**src/rtl/dm_halt_ctrl.sv**
```systemverilog
// dm_halt_ctrl: debug-mode halt/resume controller.
// Sequences a debugger halt request into a core debug request. It then
// redirects the core's fetch to the debug memory halt entry and tracks the
// halted state. A debug exception re-enters the memory at the exception
// entry. A resume is acknowledged with a single-cycle pulse.
// Optional feature: define DM_HALT_CTRL_TIMEOUT_EN to add an acknowledge
// timeout. When it fires, the FSM abandons HALTING or RESUMING and sets the
// sticky err_o flag.
module dm_halt_ctrl #(
  parameter int unsigned DmBaseAddr      = 1,
  parameter int unsigned HaltOffset      = 10,
  parameter int unsigned ExceptionOffset = 12,
  parameter int unsigned AckTimeout      = 15
) (
  input  logic        clk_i,
  input  logic        rst_ni,
  input  logic        haltreq_i,
  input  logic        resumereq_i,
  input  logic        core_halted_i,
  input  logic        core_resumed_i,
  input  logic        core_exception_i,
  input  logic        redirect_ready_i,
  output logic        debug_req_o,
  output logic        redirect_valid_o,
  output logic [31:0] redirect_addr_o,
  output logic        halted_o,
  output logic        resumeack_o,
  output logic        err_o
);

  localparam logic [2:0] RUN        = 3'd0;
  localparam logic [2:0] HALTING    = 3'd1;
  localparam logic [2:0] HALT_REDIR = 3'd2;
  localparam logic [2:0] HALTED     = 3'd3;
  localparam logic [2:0] EXC_REDIR  = 3'd4;
  localparam logic [2:0] RESUMING   = 3'd5;

  // 32-bit unsigned sums, wrapping modulo 2^32
  localparam logic [31:0] HaltAddr = 32'(DmBaseAddr + HaltOffset);
  localparam logic [31:0] ExcAddr  = 32'(DmBaseAddr + ExceptionOffset);

  logic [2:0] state;
  logic [2:0] state_nxt;
  logic       timeout;

`ifdef DM_HALT_CTRL_TIMEOUT_EN
  localparam logic [7:0] CntLast = 8'(AckTimeout - 1);

  logic [7:0] cnt;
  logic       waiting;
  logic       timeout_hit;

  assign waiting = (state == HALTING) || (state == RESUMING);
  assign timeout = waiting && (cnt == CntLast);
  // An acknowledge arriving in the timeout cycle takes priority over the timeout.
  assign timeout_hit = timeout &&
                       !((state == HALTING  && core_halted_i) ||
                         (state == RESUMING && core_resumed_i));

  // Count cycles spent in a wait state; any state change restarts from zero
  always_ff @(posedge clk_i or negedge rst_ni) begin
    if (!rst_ni) begin
      cnt <= '0;
    end else if (waiting && (state_nxt == state)) begin
      cnt <= cnt + 8'd1;
    end else begin
      cnt <= '0;
    end
  end

  // Sticky acknowledge-timeout flag, cleared only by reset
  always_ff @(posedge clk_i or negedge rst_ni) begin
    if (!rst_ni) begin
      err_o <= 1'b0;
    end else if (timeout_hit) begin
      err_o <= 1'b1;
    end
  end
`else
  assign timeout = 1'b0;
  assign err_o   = 1'b0;
`endif

  // Next-state selection; acknowledges are checked before the timeout
  always_comb begin
    state_nxt = state;
    case (state)
      RUN: begin
        if (haltreq_i) state_nxt = HALTING;
      end
      HALTING: begin
        if (core_halted_i)  state_nxt = HALT_REDIR;
        else if (timeout)   state_nxt = RUN;
      end
      HALT_REDIR: begin
        if (redirect_ready_i) state_nxt = HALTED;
      end
      HALTED: begin
        if (core_exception_i) state_nxt = EXC_REDIR;
        else if (resumereq_i) state_nxt = RESUMING;
      end
      EXC_REDIR: begin
        if (redirect_ready_i) state_nxt = HALTED;
      end
      RESUMING: begin
        if (core_resumed_i) state_nxt = RUN;
        else if (timeout)   state_nxt = HALTED;
      end
      default: state_nxt = RUN;
    endcase
  end

  // State register
  always_ff @(posedge clk_i or negedge rst_ni) begin
    if (!rst_ni) begin
      state <= RUN;
    end else begin
      state <= state_nxt;
    end
  end

  // Outputs are decoded from the next state and registered, so each output
  // lines up with the state register and follows its inputs by exactly one cycle.
  always_ff @(posedge clk_i or negedge rst_ni) begin
    if (!rst_ni) begin
      debug_req_o      <= 1'b0;
      redirect_valid_o <= 1'b0;
      redirect_addr_o  <= '0;
      halted_o         <= 1'b0;
      resumeack_o      <= 1'b0;
    end else begin
      debug_req_o      <= (state_nxt == HALTING);
      redirect_valid_o <= (state_nxt == HALT_REDIR) || (state_nxt == EXC_REDIR);
      redirect_addr_o  <= (state_nxt == HALT_REDIR) ? HaltAddr :
                          (state_nxt == EXC_REDIR)  ? ExcAddr  : '0;
      halted_o         <= (state_nxt == HALTED) || (state_nxt == EXC_REDIR) ||
                          (state_nxt == RESUMING);
      resumeack_o      <= (state == RESUMING) && (state_nxt == RUN);
    end
  end

endmodule

```
**config.mk**
```make
export PLATFORM = sky130hd
export DESIGN_NAME = dm_halt_ctrl
export DESIGN_NICKNAME = d
export VERILOG_FILES = /design/src/rtl/dm_halt_ctrl.sv
export SDC_FILE = /design/constraint.sdc
export NUM_CORES = 1
export LEC_CHECK = 0
export CORE_UTILIZATION = 37
export DETAILED_ROUTE_END_ITERATION = 16
export PLACE_DENSITY = 0.86
export SLEW_MARGIN = 10
export SYNTH_ARGS = -nofsm -noshare
export SYNTH_HDL_FRONTEND = slang
export SYNTH_SLANG_ARGS = --single-unit
```
**constraint.sdc**
```tcl
create_clock -name clk_i -period 3.1 [get_ports clk_i]
set_input_delay 0.31 -clock clk_i [delete_from_list [all_inputs] [get_ports clk_i]]
set_output_delay 0.31 -clock clk_i [all_outputs]
set_load 0.03 [all_outputs]
```
==> impl_metrics.toml, run 1 <==
[finish]
ff_latch_area_um2 = 225
fillers = 164
nets = 94
syn_to_final_growth_pct = 8.83
final_cell_mix = "29 x conb_1, 15 x clkdlybuf4s50_1, 9 x dfrtp_1, 5 x nor2_1"
multi_input_area_um2 = 273
n_antenna_cell = 0
stdcell_area_um2 = 709
fin_cells = 101
final_common_cell = "conb_1"
drive_gt1_frac = 0.106

[timing]
fin_crit_sh = 0.513
hold_viol = 0
layout_min_cycle_time_ps = 1590
rsz0062_at_grt = "no"
setup_tns_ps = 0
fin_skew_ps = 0.175
finalSetupViolCount = 0
final_max_slew_viol_count = 0
max_freq_mhz = 628

[place]
port_buffers = 15
gp_congestion = 0.741
place_area_um2 = 683
place.detailed.instances = 97
dp_hpwl_um = 783

[route]
wirelength_um = 965
avgViaCountPerCell = 4.05
dr.first_iter.drc_count = 5
detail-route-antenna-nets = 0
vias = 409
dr.pass1.iters = 12
drcViolationCount = 1
wl_per_cell_um = 9.55

[logic_synthesis]
synthCells = 70
synthSimpleGateAreaFrac = 0.138
yosysUniqueCellTypes = 21
ys_ff_latch = 9
synth-main-ff-cell = "dfrtp_1"
synth-edff-count = 0
synth_xor_area_frac = 0
avgSynthCellArea_um2 = 9.31
synth-warning-count = 0
synth.yosys.seq_area_share = 0.345
async_reset_ff_frac = 1.00
synth_top_family_by_area = "buffers and inverters"
synthAdderAreaFrac = 0
synth_mux_area_frac = 0
synth_compound_area_frac = 0.113
netlist_area_um2 = 652

[clock_tree]
clock_sinks = 9
clk_pin_slew_ps = 60
worstSkewPairLatency_ps = 250
cts_setup_buffers = 0
htreeDepth = 1
holdBufCountCts = 0
cts_root_buffer = "clkbuf_4"
cts_resized = 0
clockBufferDepth = 2
numCtsBuffers = 3
cts_tree = "yes"

[die]
die_width_um = 44.0
core_um2 = 1580
die_h_um = 44.0
rows = 14
io_pins = 45
dieArea_um2 = 1930
initial_core_util = 0.413

[global_route]
antenna_found_initial = 0
grt_pass1_wl_mm = 1.45
overflow = 0
grt_use_total = 0.103
grt_pass1_vias = 371
grt_max_degree = 10

[worst_setup_path]
crit_path_max_fanout = 3
cp-start-kind = "flop"
ff2ff_path_depth = 5
arrival_ps = 1280
cp-end-kind = "output pin"
cp-startpoint = "redirect_valid_o"
rr_startpoint = "state[0]"
worst_path_largest_cell_delay_ps = 680
path_class = "reg -> out"
crit_chain = "clkdlybuf4s50_1"
worst-endpoint-required_ps = 2790
cp_num_cells = 1
crit_family = "buffers and inverters"
cpMaxStageDelayCell = "clkdlybuf4s50_1"
rrSetupSlack_ps = 1760
critPathCapture = "redirect_valid_o"
r2r_end = "redirect_addr_o[2]"
critPathBufInv = 1

[pwr]
ir_worst_vdd_mv = 0.304
p_leak_uw = 0.000374
power.density_nw_per_um2 = 945

[job]
drv_cap = 0

[worst_hold_path]
hold_class = "in -> async"

[run_status]
violations = "design-rule violations"
status = "complete, but fails checks"
[Yosys cell counts (2+ instances only)]
| master | instances | area share |
|---|---|---|
| dfrtp_1 | 9 | 0.35 |
| nor4b_1 | 2 | 0.027 |
| nor3b_1 | 2 | 0.023 |
| buf_4 | 31 | 0.36 |
| a21oi_1 | 2 | 0.015 |
| o21ai_1 | 3 | 0.023 |
| nor2_1 | 5 | 0.029 |
| inv_1 | 3 | 0.017 |
[metal layers]
| metal | GRT usage | vias to the layer above | wire length (um) |
|---|---|---|---|
| met5 | 0 | - | 0 |
| met4 | 0.0182 | 0 | 0 |
| met3 | 0.0500 | 0 | 72 |
| met2 | 0.191 | 23 | 531 |
| met1 | 0.106 | 189 | 360 |
| li1 | - | 197 | - |
[where the power goes]
part | leakage (uW) | internal, uW | switching (uW)
sequential | 0.000117 | 165 | 46.3
clock | 0.0000150 | 49.3 | 36.5
combinational | 0.000241 | 144 | 229
total | 0.000374 | 358 | 312
[metrics by stage]
step | hold WS, ps | utilization | total power [uW] | setup slack, ps
floorplan | 14.4 | - | 522 | 1890
global placement | 615 | 0.433 | 573 | 1530
detailed placement | 633 | 0.433 | 587 | 1430
CTS | 363 | 0.450 | 676 | 1500
global route | 378 | 0.450 | 713 | 1460
finish | 360 | 0.450 | 670 | 1510
[registers in the layout (all words and copies together) (netlist names)]
name              flops
state                 3
redirect_addr_o       2
debug_req_o           1
halted_o              1
redirect_valid_o      1
resumeack_o           1
[area by class of cell]
class,instances,share of cell area
timing repair buffer,15,0.212
tap,16,0.0282
multi-input combinational,53,0.384
inverter,4,0.0212
sequential,9,0.317
clock buffer,4,0.0370
[cell families (layout without fill, tap and decap cells)]
group | Yosys count | count (layout)
compound gates | 10 | 10
buf+inv | 36 | 23
flops | 9 | 9
other cells | 1 | 29
simple gates | 14 | 14
[worst min-delay path by stage]
stage	from	to	cells after the start
finish	rst_ni	state[2]	1
CTS	rst_ni	state[2]	1
global placement	rst_ni	resumeack_o	1
floorplan	rst_ni	debug_req_o	0
global route	rst_ni	debug_req_o	1
detailed placement	rst_ni	state[2]	1
No activity file was read; power rests on OpenSTA's default activity.
==> run 2: changes to the inputs <==
--- a/config.mk
+++ b/config.mk
@@ -5,9 +5,9 @@
 export SDC_FILE = /design/constraint.sdc
 export NUM_CORES = 1
 export LEC_CHECK = 0
-export CORE_UTILIZATION = 37
+export CORE_UTILIZATION = 34
 export DETAILED_ROUTE_END_ITERATION = 16
-export PLACE_DENSITY = 0.86
+export PLACE_DENSITY = 0.8
 export SLEW_MARGIN = 10
 export SYNTH_ARGS = -nofsm -noshare
 export SYNTH_HDL_FRONTEND = slang
==> constraint.sdc (replaced) <==
create_clock -name clk_i -period 1.7 [get_ports clk_i]
set_input_delay 0.17 -clock clk_i [delete_from_list [all_inputs] [get_ports clk_i]]
set_output_delay 0.17 -clock clk_i [all_outputs]
set_load 0.03 [all_outputs]
==> impl_metrics.toml, run 2 (synthesis results as in run 1) <==
[clock_tree]
cts_root_buffer = "clkbuf_4"
clockBufferDepth = 2
numCtsBuffers = 3
cts_tree = "yes"
htreeDepth = 1
worstSkewPairLatency_ps = 260
holdBufCountCts = 0
cts_setup_buffers = 0
clock_sinks = 9
clk_pin_slew_ps = 60
cts_resized = 0

[worst_setup_path]
rrSetupSlack_ps = 360
cp-start-kind = "flop"
cp_num_cells = 1
crit_path_max_fanout = 3
critPathBufInv = 1
worst-endpoint-required_ps = 1530
path_class = "reg -> out"
r2r_end = "redirect_addr_o[2]"
cp-end-kind = "output pin"
crit_family = "buffers and inverters"
crit_chain = "clkdlybuf4s50_1"
rr_startpoint = "state[1]"
arrival_ps = 1300
cp-startpoint = "redirect_valid_o"
worst_path_largest_cell_delay_ps = 680
ff2ff_path_depth = 5
cpMaxStageDelayCell = "clkdlybuf4s50_1"

[die]
core_um2 = 1760
die_h_um = 45.8
initial_core_util = 0.370
io_pins = 45
rows = 15
die_width_um = 45.8
dieArea_um2 = 2100

[route]
avgViaCountPerCell = 3.85
wl_per_cell_um = 9.10
drcViolationCount = 0
vias = 423
wirelength_mm = 1.00
dr.pass1.iters = 2
dr.first_iter.drc_count = 3
detail-route-antenna-nets = 0

[timing]
fin_skew_ps = 1.05
hold_slack_ps = 192
final_max_slew_viol_count = 0
hold_viol = 0
fin_crit_sh = 0.863
rsz0062_at_grt = "no"
layout_min_cycle_time_ps = 1470
setup_tns_ps = 0
finalSetupViolCount = 0
max_freq_mhz = 682

[global_route]
antenna_found_initial = 0
grt_use_total = 0.109
global_route.usage.met2 = 0.169
grt-busiest-layer = "met2"
grt_util_met3 = 0.0516
grt_pass1_vias = 339
use_met1 = 0.119
grt_max_degree = 10
grt_pass1_wl_mm = 1.51
overflow = 0

[finish]
fillers = 191
drive_gt1_frac = 0.106
stdcell_area_um2 = 721
nets = 94
largest_reg_flops = 3
largest-register = "state"
n_antenna_cell = 0
syn_to_final_growth_pct = 10.6
final_common_cell = "conb_1"
final_cell_mix = "29 x conb_1, 15 x clkdlybuf4s50_1, 9 x dfrtp_1, 5 x nor2_1"
top_regs = "state (3), redirect_addr_o (2)"

[place]
gp_congestion = 0.728
port_buffers = 15
dp_hpwl_um = 791
place_area_um2 = 694

[run_status]
status = "complete, no violations"

[pwr]
seqPwrFrac = 0.311
finalPower_uw = 1230
power_frac_comb = 0.550
ir_worst_vdd_mv = 0.475
switching_share = 0.470
clkPwrFrac = 0.139
p_leak_uw = 0.000374
power.density_nw_per_um2 = 1710
switching_power_uw = 579
intPower_uw = 654

[job]
drv_cap = 0

[worst_hold_path]
hold_class = "in -> async"
## run 2: cell type report
| cell class | count | area, um^2 | share of cell area |
|---|---|---|---|
| Clock buffer | 4 | 26.3 | 0.0365 |
| Multi-Input combinational cell | 53 | 273 | 0.378 |
| Tap cell | 25 | 31.3 | 0.0434 |
| Sequential cell | 9 | 225 | 0.313 |
| Timing Repair Buffer | 15 | 150 | 0.208 |
| Inverter | 4 | 15.0 | 0.0208 |
## run 2: power by group through the flow
stage | logic [uW] | registers (uW) | clock network (uW)
5_1_grt | 740 | 393 | 188
3_5_place_dp | 684 | 385 | 0
3_3_place_gp | 662 | 381 | 0
4_1_cts | 683 | 383 | 175
2_1_floorplan | 501 | 452 | 0
6_report | 678 | 384 | 171
## run 2: metal layers
metal,up-vias,share of wire,routed length (um)
met2,20,0.54,537
met5,-,0,0
met1,205,0.37,373
li1,196,-,-
met4,0,0.021,21
met3,2,0.069,69
## run 2: worst max path at each step
stage / endpoint / slack (ps)
2_1_floorplan: redirect_addr_o[2] / 490
3_3_place_gp: halted_o / 280
6_report: redirect_valid_o / 230
4_1_cts: redirect_valid_o / 220
5_1_grt: redirect_valid_o / 190
3_5_place_dp: halted_o / 210
## run 2: stage by stage
stage | std cells | utilization | setup WS, ps
4_1_cts | 110 | 0.409 | 217
6_report | 110 | 0.409 | 233
5_1_grt | 110 | 0.409 | 186
3_3_place_gp | 106 | 0.394 | 276
3_5_place_dp | 106 | 0.394 | 215
2_1_floorplan | 98 | - | 491
## run 2: worst reg2reg max path: cells and delay by family (launching register included)
family                 cells  cell delay, ps
AO/OA/AOI/OAI              2             270
buffers and inverters      1              90
flip-flops                 1             460
AND/OR/NAND/NOR            2             400
==> run 3: changes to the inputs <==
--- a/config.mk
+++ b/config.mk
@@ -5,6 +5,8 @@
 export SDC_FILE = /design/constraint.sdc
 export NUM_CORES = 1
 export LEC_CHECK = 0
+export ABC_CLOCK_PERIOD_IN_PS = 1700
+export CAP_MARGIN = 20
 export CORE_UTILIZATION = 34
 export DETAILED_ROUTE_END_ITERATION = 16
 export PLACE_DENSITY = 0.8
==> results of run 3 <==
Final layout, timing and power as in run 2 (identical DEF).
